$ cat config.mk
export PLATFORM = sky130hd
export DESIGN_NAME = mem_arbiter
export DESIGN_NICKNAME = d
export VERILOG_FILES = /design/src/rtl/mem_arbiter.sv
export SDC_FILE = /design/constraint.sdc
export NUM_CORES = 1
export LEC_CHECK = 0
export ABC_AREA = 1
export CORE_UTILIZATION = 44
export DETAILED_ROUTE_END_ITERATION = 7
export PLACE_DENSITY = 0.86
export SLEW_MARGIN = 15
export SYNTH_ARGS = -nofsm -noshare
export SYNTH_HDL_FRONTEND = slang
export SYNTH_SLANG_ARGS = --single-unit
$ cat constraint.sdc
create_clock -name clk -period 3 [get_ports clk]
set_input_delay 0.45 -clock clk [delete_from_list [all_inputs] [get_ports clk]]
set_output_delay 0.45 -clock clk [all_outputs]
set_load 0.05 [all_outputs]
$ cat src/rtl/mem_arbiter.sv
`default_nettype none
// ============================================================================
// Module   : mem_arbiter
// Purpose  : Two-port round-robin arbiter/sequencer in front of a single-ported
//            16-bit data memory. Port 0 is instruction fetch and port 1 is
//            load/store. The design supports optional wait states, registered
//            read data and a one-cycle ack for each completed access.
// Revision : 1.0 - initial release
// ============================================================================
module mem_arbiter #(
  parameter int WAIT_STATES = 0,
  parameter int AW          = 16
) (
  input  logic          clk,
  input  logic          rst,
  input  logic          req0_i,
  input  logic          req1_i,
  input  logic [1:0]    op0_i,
  input  logic [1:0]    op1_i,
  input  logic [AW-1:0] addr0_i,
  input  logic [AW-1:0] addr1_i,
  input  logic [15:0]   wdata0_i,
  input  logic [15:0]   wdata1_i,
  output logic          ack0_o,
  output logic          ack1_o,
  output logic [15:0]   rdata0_o,
  output logic [15:0]   rdata1_o,
  output logic          busy_o,
  output logic [AW-1:0] m_addr_o,
  output logic [15:0]   m_wword_o,
  output logic [7:0]    m_wbyte_o,
  output logic [1:0]    m_memw_o,
  input  logic [15:0]   m_rword_i
);

  localparam logic [3:0] WS_INIT = 4'(WAIT_STATES);

  typedef enum logic [1:0] {
    S_IDLE = 2'd0,
    S_BUSY = 2'd1,
    S_DONE = 2'd2
  } state_t;

  state_t          state_q;
  logic            port_q;
  logic            last_q;
  logic [3:0]      cnt_q;
  logic [1:0]      code_q;
  logic [AW-1:0]   addr_q;
  logic [15:0]     wdata_q;
  logic [1:0]      memw_q;
  logic            ack0_q;
  logic            ack1_q;
  logic [15:0]     rdata0_q;
  logic [15:0]     rdata1_q;
  logic            busy_q;

  logic            gnt_valid_d;
  logic            gnt_port_d;
  logic [1:0]      gnt_op_d;
  logic [1:0]      gnt_code_d;

  // Grant selection: a lone requester wins; on contention the port that did
  // not win last time gets the grant. Op 11 is a read, so it strobes as 00.
  always_comb begin
    gnt_valid_d = req0_i | req1_i;
    gnt_port_d  = (req0_i && req1_i) ? ~last_q : req1_i;
    gnt_op_d    = gnt_port_d ? op1_i : op0_i;
    gnt_code_d  = (gnt_op_d == 2'b11) ? 2'b00 : gnt_op_d;
  end

  // Access sequencer: IDLE samples requests, BUSY counts wait states and
  // issues the single strobe cycle, DONE pulses the ack. All outputs are
  // registered so the strobe is set up on the edge that enters its cycle.
  always_ff @(posedge clk or negedge rst) begin
    if (!rst) begin
      state_q  <= S_IDLE;
      port_q   <= 1'b0;
      last_q   <= 1'b1;
      cnt_q    <= 4'd0;
      code_q   <= 2'b00;
      addr_q   <= '0;
      wdata_q  <= 16'd0;
      memw_q   <= 2'b00;
      ack0_q   <= 1'b0;
      ack1_q   <= 1'b0;
      rdata0_q <= 16'd0;
      rdata1_q <= 16'd0;
      busy_q   <= 1'b0;
    end else begin
      case (state_q)
        S_IDLE: begin
          ack0_q <= 1'b0;
          ack1_q <= 1'b0;
          if (gnt_valid_d) begin
            port_q  <= gnt_port_d;
            last_q  <= gnt_port_d;
            addr_q  <= gnt_port_d ? addr1_i  : addr0_i;
            wdata_q <= gnt_port_d ? wdata1_i : wdata0_i;
            code_q  <= gnt_code_d;
            cnt_q   <= WS_INIT;
            busy_q  <= 1'b1;
            state_q <= S_BUSY;
            // With no wait states the first BUSY cycle is the strobe cycle.
            if (WS_INIT == 4'd0) begin
              memw_q <= gnt_code_d;
            end
          end
        end
        S_BUSY: begin
          if (cnt_q != 4'd0) begin
            cnt_q <= cnt_q - 4'd1;
            // Arm the strobe for the cycle in which the count reaches zero.
            if (cnt_q == 4'd1) begin
              memw_q <= code_q;
            end
          end else begin
            memw_q  <= 2'b00;
            state_q <= S_DONE;
            if (port_q) begin
              ack1_q   <= 1'b1;
              rdata1_q <= m_rword_i;
            end else begin
              ack0_q   <= 1'b1;
              rdata0_q <= m_rword_i;
            end
          end
        end
        S_DONE: begin
          ack0_q  <= 1'b0;
          ack1_q  <= 1'b0;
          busy_q  <= 1'b0;
          state_q <= S_IDLE;
        end
        default: begin
          memw_q  <= 2'b00;
          ack0_q  <= 1'b0;
          ack1_q  <= 1'b0;
          busy_q  <= 1'b0;
          state_q <= S_IDLE;
        end
      endcase
    end
  end

  assign ack0_o    = ack0_q;
  assign ack1_o    = ack1_q;
  assign rdata0_o  = rdata0_q;
  assign rdata1_o  = rdata1_q;
  assign busy_o    = busy_q;
  assign m_addr_o  = addr_q;
  assign m_wword_o = wdata_q;
  assign m_wbyte_o = wdata_q[7:0];
  assign m_memw_o  = memw_q;

endmodule
`default_nettype wire

==> metrics.yaml, run 1 <==
clock_latency_ns: 0.35
drive_above_1_share: 0.04324
final_antenna_net_count: 0
n_antenna_cell: 0
die_w_um: 90.26
avgSynthCellArea_um2: 8.568
crit_fanout: 3
finalWorstSetupSlack_ns: 0.9762
p_leak_nw: 2.410
avgRoutedWirePerCell_um: 14.85
max_stage_delay_ns: 0.82
antenna_found_initial: 0
preCtsSetupSlack_ns: 0.7504
grt_usage: 0.2545
grt_pass1_wl_mm: 16.24
grt_pass1_vias: 3356
overflow: 0
critical_path_required_ns: 2.55
period_share: 0.6746
nNetsFinal: 642
htreeDepth: 3
vias_per_cell: 5.029
slew_headroom: 0.3510
final_core_util: 0.7085
fin_crit_ns: 2.024
cts_made_buffers: 9
hold_viol_final: 0
layout_common_cells: "clkdlybuf4s50_1, nand2_1, dfrtp_1"
dieArea_um2: 8146
start_util: 0.4626
io_pins: 165
clk_path_buf_depth: 2
rsz0062_at_grt: "false"
place_hpwl_mm: 6.938
critical_path.top_delay_family: "buffers and inverters"
yosysTopAreaCell: "dfrtp_1"
worstSetupStartpointType: "register"
worstPathArrival_ns: 1.57
clk_pin_slew_ns: 0.08
core-area_um2: 7408
routed_wl_mm: 9.713
setup_tns_ns: 0
p_per_area_nw_per_um2: 1303
maxSlewViolCount: 0
ys_top_cells_by_area: "dfrtp_1, nand2_1, o21ai_0"
yosys.area.top_type_share: 0.5696
ir_worst_vdd_v: 0.0009253
syn-num-nets: 491
synth-seq-cells: 79
worst_clock_skew_ns: 0.006257
cts_hold_buf: 0
ctsResizeCount: 0
synthCells: 400
rows: 31
status: "completed"
route.detailed.drc: 0
post_cts_buffers: 0
syn_to_final_growth_pct: 53.16
synth_cell_types: 22
die_h_um: 90.26
fin_hold_ws_ns: 0.2442
port_buffers: 164
cpMaxStageDelayCell: "clkdlybuf4s50_1"
grt_max_degree: 80
yosys_warnings: 0
fmax_mhz: 494.1
tightest_slew_ns: 0.9735
drt_first_iter_violations: 100
setup_viol_count_final: 0
cts_tree: "yes"
cts_root_buf: "clkbuf_8"
route.vias.total: 3289
cts_sinks: 79
first_pass_iters: 4
crit_buf_inv: 1
endpoint_kind: "output port"
syn_area_um2: 3427
maxCapViolCount: 0
path_cells: "clkdlybuf4s50_1"
yosysSeqAreaShare: 0.5772
hp-class: "input port to async pin"
gp_congestion: 0.8825
final_common_cell: "clkdlybuf4s50_1"
worstSetupPathType: "register to output port"
==> flip-flops by register name (all words and copies together) (netlist names) <==
name       cells
ack0_o         1
m_addr_o      16
state_q        2
code_q         2
cnt_q          4
busy_o         1
last_q         1
rdata1_o      16
m_memw_o       2
m_wword_o     16
port_q         1
rdata0_o      16
ack1_o         1
==> worst paths after layout <==
kind	endpoint	slack, ns	startpoint	cells past startpoint
hold reg to reg	last_q	0.47	last_q	2
max in group asynchronous	m_addr_o[9]	2.12	rst	1
hold / removal	m_wword_o[8]	0.24	rst	1
setup / recovery	m_wword_o[0]	0.98	m_wword_o[0]	1
setup reg to reg	rdata0_o[15]	1.01	cnt_q[0]	6
min in group clk	last_q	0.47	last_q	2
==> logic make-up after synthesis <==
kind of cell	Yosys count	share of synthesized area
flip-flops	79	0.5772
AND/OR/NAND/NOR	158	0.1833
AO/OA/AOI/OAI	103	0.1511
buffers and inverters	57	0.07740
adder cells (fa/ha/maj)	3	0.01095
==> final cells by class <==
cell class | count | area [µm²]
Clock inverter | 3 | 43.79
Clock buffer | 12 | 145.1
Sequential cell | 79 | 1978
Multi-Input combinational cell | 264 | 1184
Timing Repair Buffer | 167 | 1662
Fill cell | 586 | 2160
Tap cell | 99 | 123.9
Inverter | 30 | 112.6
==> cell usage after synthesis, drive strengths merged <==
cell    count
inv        30
buf        18
o21ai     101
nand2     108
a21oi       1
nor2       39
ha          3
nand3       7
nor3        3
dfstp       1
dfrtp      78
clkbuf      9
o21bai      1
nand3b      1
==> layer usage <==
metal,track usage,part of all wire,vias up
met2,0.4154,0.45,184
li1,-,-,1578
met3,0.07492,0.10,29
met1,0.3064,0.41,1498
met4,0.1304,0.036,0
met5,0,0,-
==> power by group <==
group	internal (mW)	leakage [nW]	switching [mW]	total [mW]
clock	0.404	0.0964	0.379	0.783
sequential	1.59	0.971	0.316	1.91
combinational	1.31	1.34	2.84	4.15
==> per-stage QoR <==
step / instances / area [µm²] / total power [mW]
after floorplan: 400 / 3427 / 4.698
after global placement: 639 / 5060 / 5.967
after detailed placement: 639 / 5060 / 6.076
after CTS: 654 / 5249 / 6.871
after global routing: 654 / 5249 / 7.243
final: 654 / 5249 / 6.840
==> worst register-to-register path, delay by kind of cell, from the launching register on <==
family	cells	cell delay, ns
adders and majority gates	1	0.17
AOI/OAI and AO/OA	1	0.42
DFF	1	0.38
buffers and inverters	1	0.13
and+or+nand+nor	3	0.78
Power figures use the tool's default switching activity.
==> run 2: changes to the inputs <==
--- a/config.mk
+++ b/config.mk
@@ -6,9 +6,9 @@
 export NUM_CORES = 1
 export LEC_CHECK = 0
 export ABC_AREA = 1
-export CORE_UTILIZATION = 44
+export CORE_UTILIZATION = 37
 export DETAILED_ROUTE_END_ITERATION = 7
-export PLACE_DENSITY = 0.86
+export PLACE_DENSITY = 0.77
 export SLEW_MARGIN = 15
 export SYNTH_ARGS = -nofsm -noshare
 export SYNTH_HDL_FRONTEND = slang
==> constraint.sdc (replaced) <==
create_clock -name clk -period 1.7 [get_ports clk]
set_input_delay 0.255 -clock clk [delete_from_list [all_inputs] [get_ports clk]]
set_output_delay 0.255 -clock clk [all_outputs]
set_load 0.05 [all_outputs]
==> run 2 against run 1 <==
Compared with the run above:
- the run now ends with design-rule violations left
- first-iteration DRC count up 32%
- setup slack got worse by 0.81 ns
- core utilization down 12 points
- largest power group unchanged
- highest routed layer unchanged
==> metrics.yaml, run 2 (synthesis results as in run 1) <==
drt_first_iter_violations: 132  # +32%
worstSetupStartpointType: "register"
die_h_um: 98.24  # +8.8%
grt_pass1_wl_mm: 16.09  # -0.89%
n_fill_cell: 775  # +32%
period_share: 0.9027
cts_root_buf: "clkbuf_8"
p_sw_frac: 0.5282  # +0.01199
p_leak_nw: 2.560  # +6.2%
slew_headroom: 0.6933  # +0.3423
cts_tree: "yes"
antenna_found_initial: 0  # unchanged
dp.cells: 658  # +3.0%
cts_hold_buf: 1  # +1
worstPathArrival_ns: 1.74  # +0.17 ns
gp_congestion: 0.8375  # -5.1%
seq_power_share: 0.288  # +0.009
rows: 34  # +9.7%
regArea_um2: 1978  # unchanged
tightest_slew_ns: 0.4593  # -0.5142 ns
fin_crit_ns: 1.535
clock_latency_ns: 0.34  # about the same
route.vias.total: 3281  # -0.24%
critical_path_required_ns: 1.91  # -0.64 ns
layout_common_cells: "nand2_1, buf_4, clkdlybuf4s50_1"
final_antenna_net_count: 0  # unchanged
hp-class: "input port to async pin"
n_antenna_cell: 0  # unchanged
maxSlewViolCount: 0  # unchanged
setup_viol_count_final: 0  # unchanged
clk_pin_slew_ns: 0.07  # about the same
dieArea_um2: 9651  # +18%
nNetsFinal: 653  # +1.7%
fmax_mhz: 651.7
grt_max_degree: 34  # -57%
avgRoutedWirePerCell_um: 14.47  # -2.6%
violations: "design-rule violations"
start_util: 0.3873  # -0.07529
setup_tns_ns: 0  # unchanged
power_frac_clock: 0.103  # -0.011
first_pass_iters: 6  # +2
hold_viol_final: 0  # unchanged
final_common_cell: "nand2_1"
core-area_um2: 8848  # +19%
clk_path_buf_depth: 2  # unchanged
cts_made_buffers: 9  # unchanged
grt_pass1_vias: 3312  # -1.3%
endpoint_kind: "register"
rsz0062_at_grt: "false"
worstSetupPathType: "register to register"
cts_sinks: 79  # unchanged
ctsResizeCount: 0  # unchanged
syn_to_final_growth_pct: 51.08
fin_hold_ws_ns: 0.3963  # +0.1522 ns
ir_worst_vdd_v: 0.001301  # +41%
port_buffers: 164  # unchanged
status: "finished with violations"
htreeDepth: 3  # unchanged
placed_area_um2: 5004  # -1.1%
pwr-share-comb: 0.609  # +0.002
routed_wl_mm: 9.737  # +0.25%
die_w_um: 98.24  # +8.8%
drive_above_1_share: 0.1947  # +0.1514
io_pins: 165  # unchanged
p_per_area_nw_per_um2: 2262  # +74%
p_switching_mw: 6.186  # +75%
worst_clock_skew_ns: 0.007238  # +0.0009804 ns
post_cts_buffers: 0  # unchanged
power_mw: 11.71  # +71%
overflow: 0  # unchanged
grt_usage: 0.2124  # -0.04218
route.detailed.drc: 18  # +18
reg2reg_slack_ns: 0.17  # -0.84 ns
fin_cells: 673  # +2.9%
maxCapViolCount: 0  # unchanged
finalInstanceArea_um2: 5177  # -1.4%
place_hpwl_mm: 7.126  # +2.7%
multi_input_area_um2: 1184  # unchanged
vias_per_cell: 4.875  # -3.1%
internal-power_mw: 5.525  # +67%
crit_fanout: 33  # +30
run 2: cell types whose count changed in the layout (fill, tap and decap cells not counted), sizes merged:
cell           delta
buf              +87
clkdlybuf4s50    -77
bufinv            -1
clkbuf            +1
clkinv            -1
dlygate4sd3       +1
run 2: power by group through the flow:
stage | clock network [mW] | registers (mW) | logic, mW
finish | 1.21 | 3.37 | 7.13
CTS | 1.27 | 3.38 | 7.16
detailed placement | 0 | 3.39 | 7.16
global placement | 0 | 3.35 | 7.03
floorplan | 0 | 6.06 | 2.24
global route | 1.33 | 3.50 | 7.63
run 2: path summary, 6_finish.rpt:
kind                       startpoint            end  depth (start not counted)
setup / recovery             cnt_q[0]    rdata1_o[1]                          8
hold / removal                    rst  m_wword_o[10]                          2
setup reg to reg             cnt_q[0]    rdata1_o[1]                          8
hold reg to reg                last_q         last_q                          2
max in group asynchronous         rst   rdata1_o[11]                          3
min in group clk               last_q         last_q                          2
run 2: cell type report:
cell class | instances | area share
sequential | 79 | 0.3821
timing repair buffer | 178 | 0.3098
multi-input combinational | 264 | 0.2286
clock buffer | 13 | 0.03069
tap | 108 | 0.02610
inverter | 30 | 0.02175
clock inverter | 1 | 0.0009666
run 2: worst max-delay path: stages, from the launching register on:
cell	delay, ns
dfrtp_1	0.39
inv_1	0.14
ha_1	0.18
nand2_1	0.08
nor2_2	0.14
nand2_1	0.07
buf_4	0.23
nand2_1	0.09
o21ai_0	0.09
run 2: layer usage:
metal	vias to the layer above	global-route usage	wire, µm
li1	1593	-	-
met1	1527	0.2735	4030
met2	148	0.3375	4469
met3	13	0.06514	1071
met4	0	0.07922	166
met5	-	0	0
run 2: metrics by stage:
stage / setup WS [ns] / util
after floorplan: 0.3649 / -
after global routing: 0.01980 / 0.5851
final: 0.1654 / 0.5851
after detailed placement: -0.05828 / 0.5655
after CTS: 0.1604 / 0.5851
after global placement: 0.004722 / 0.5655
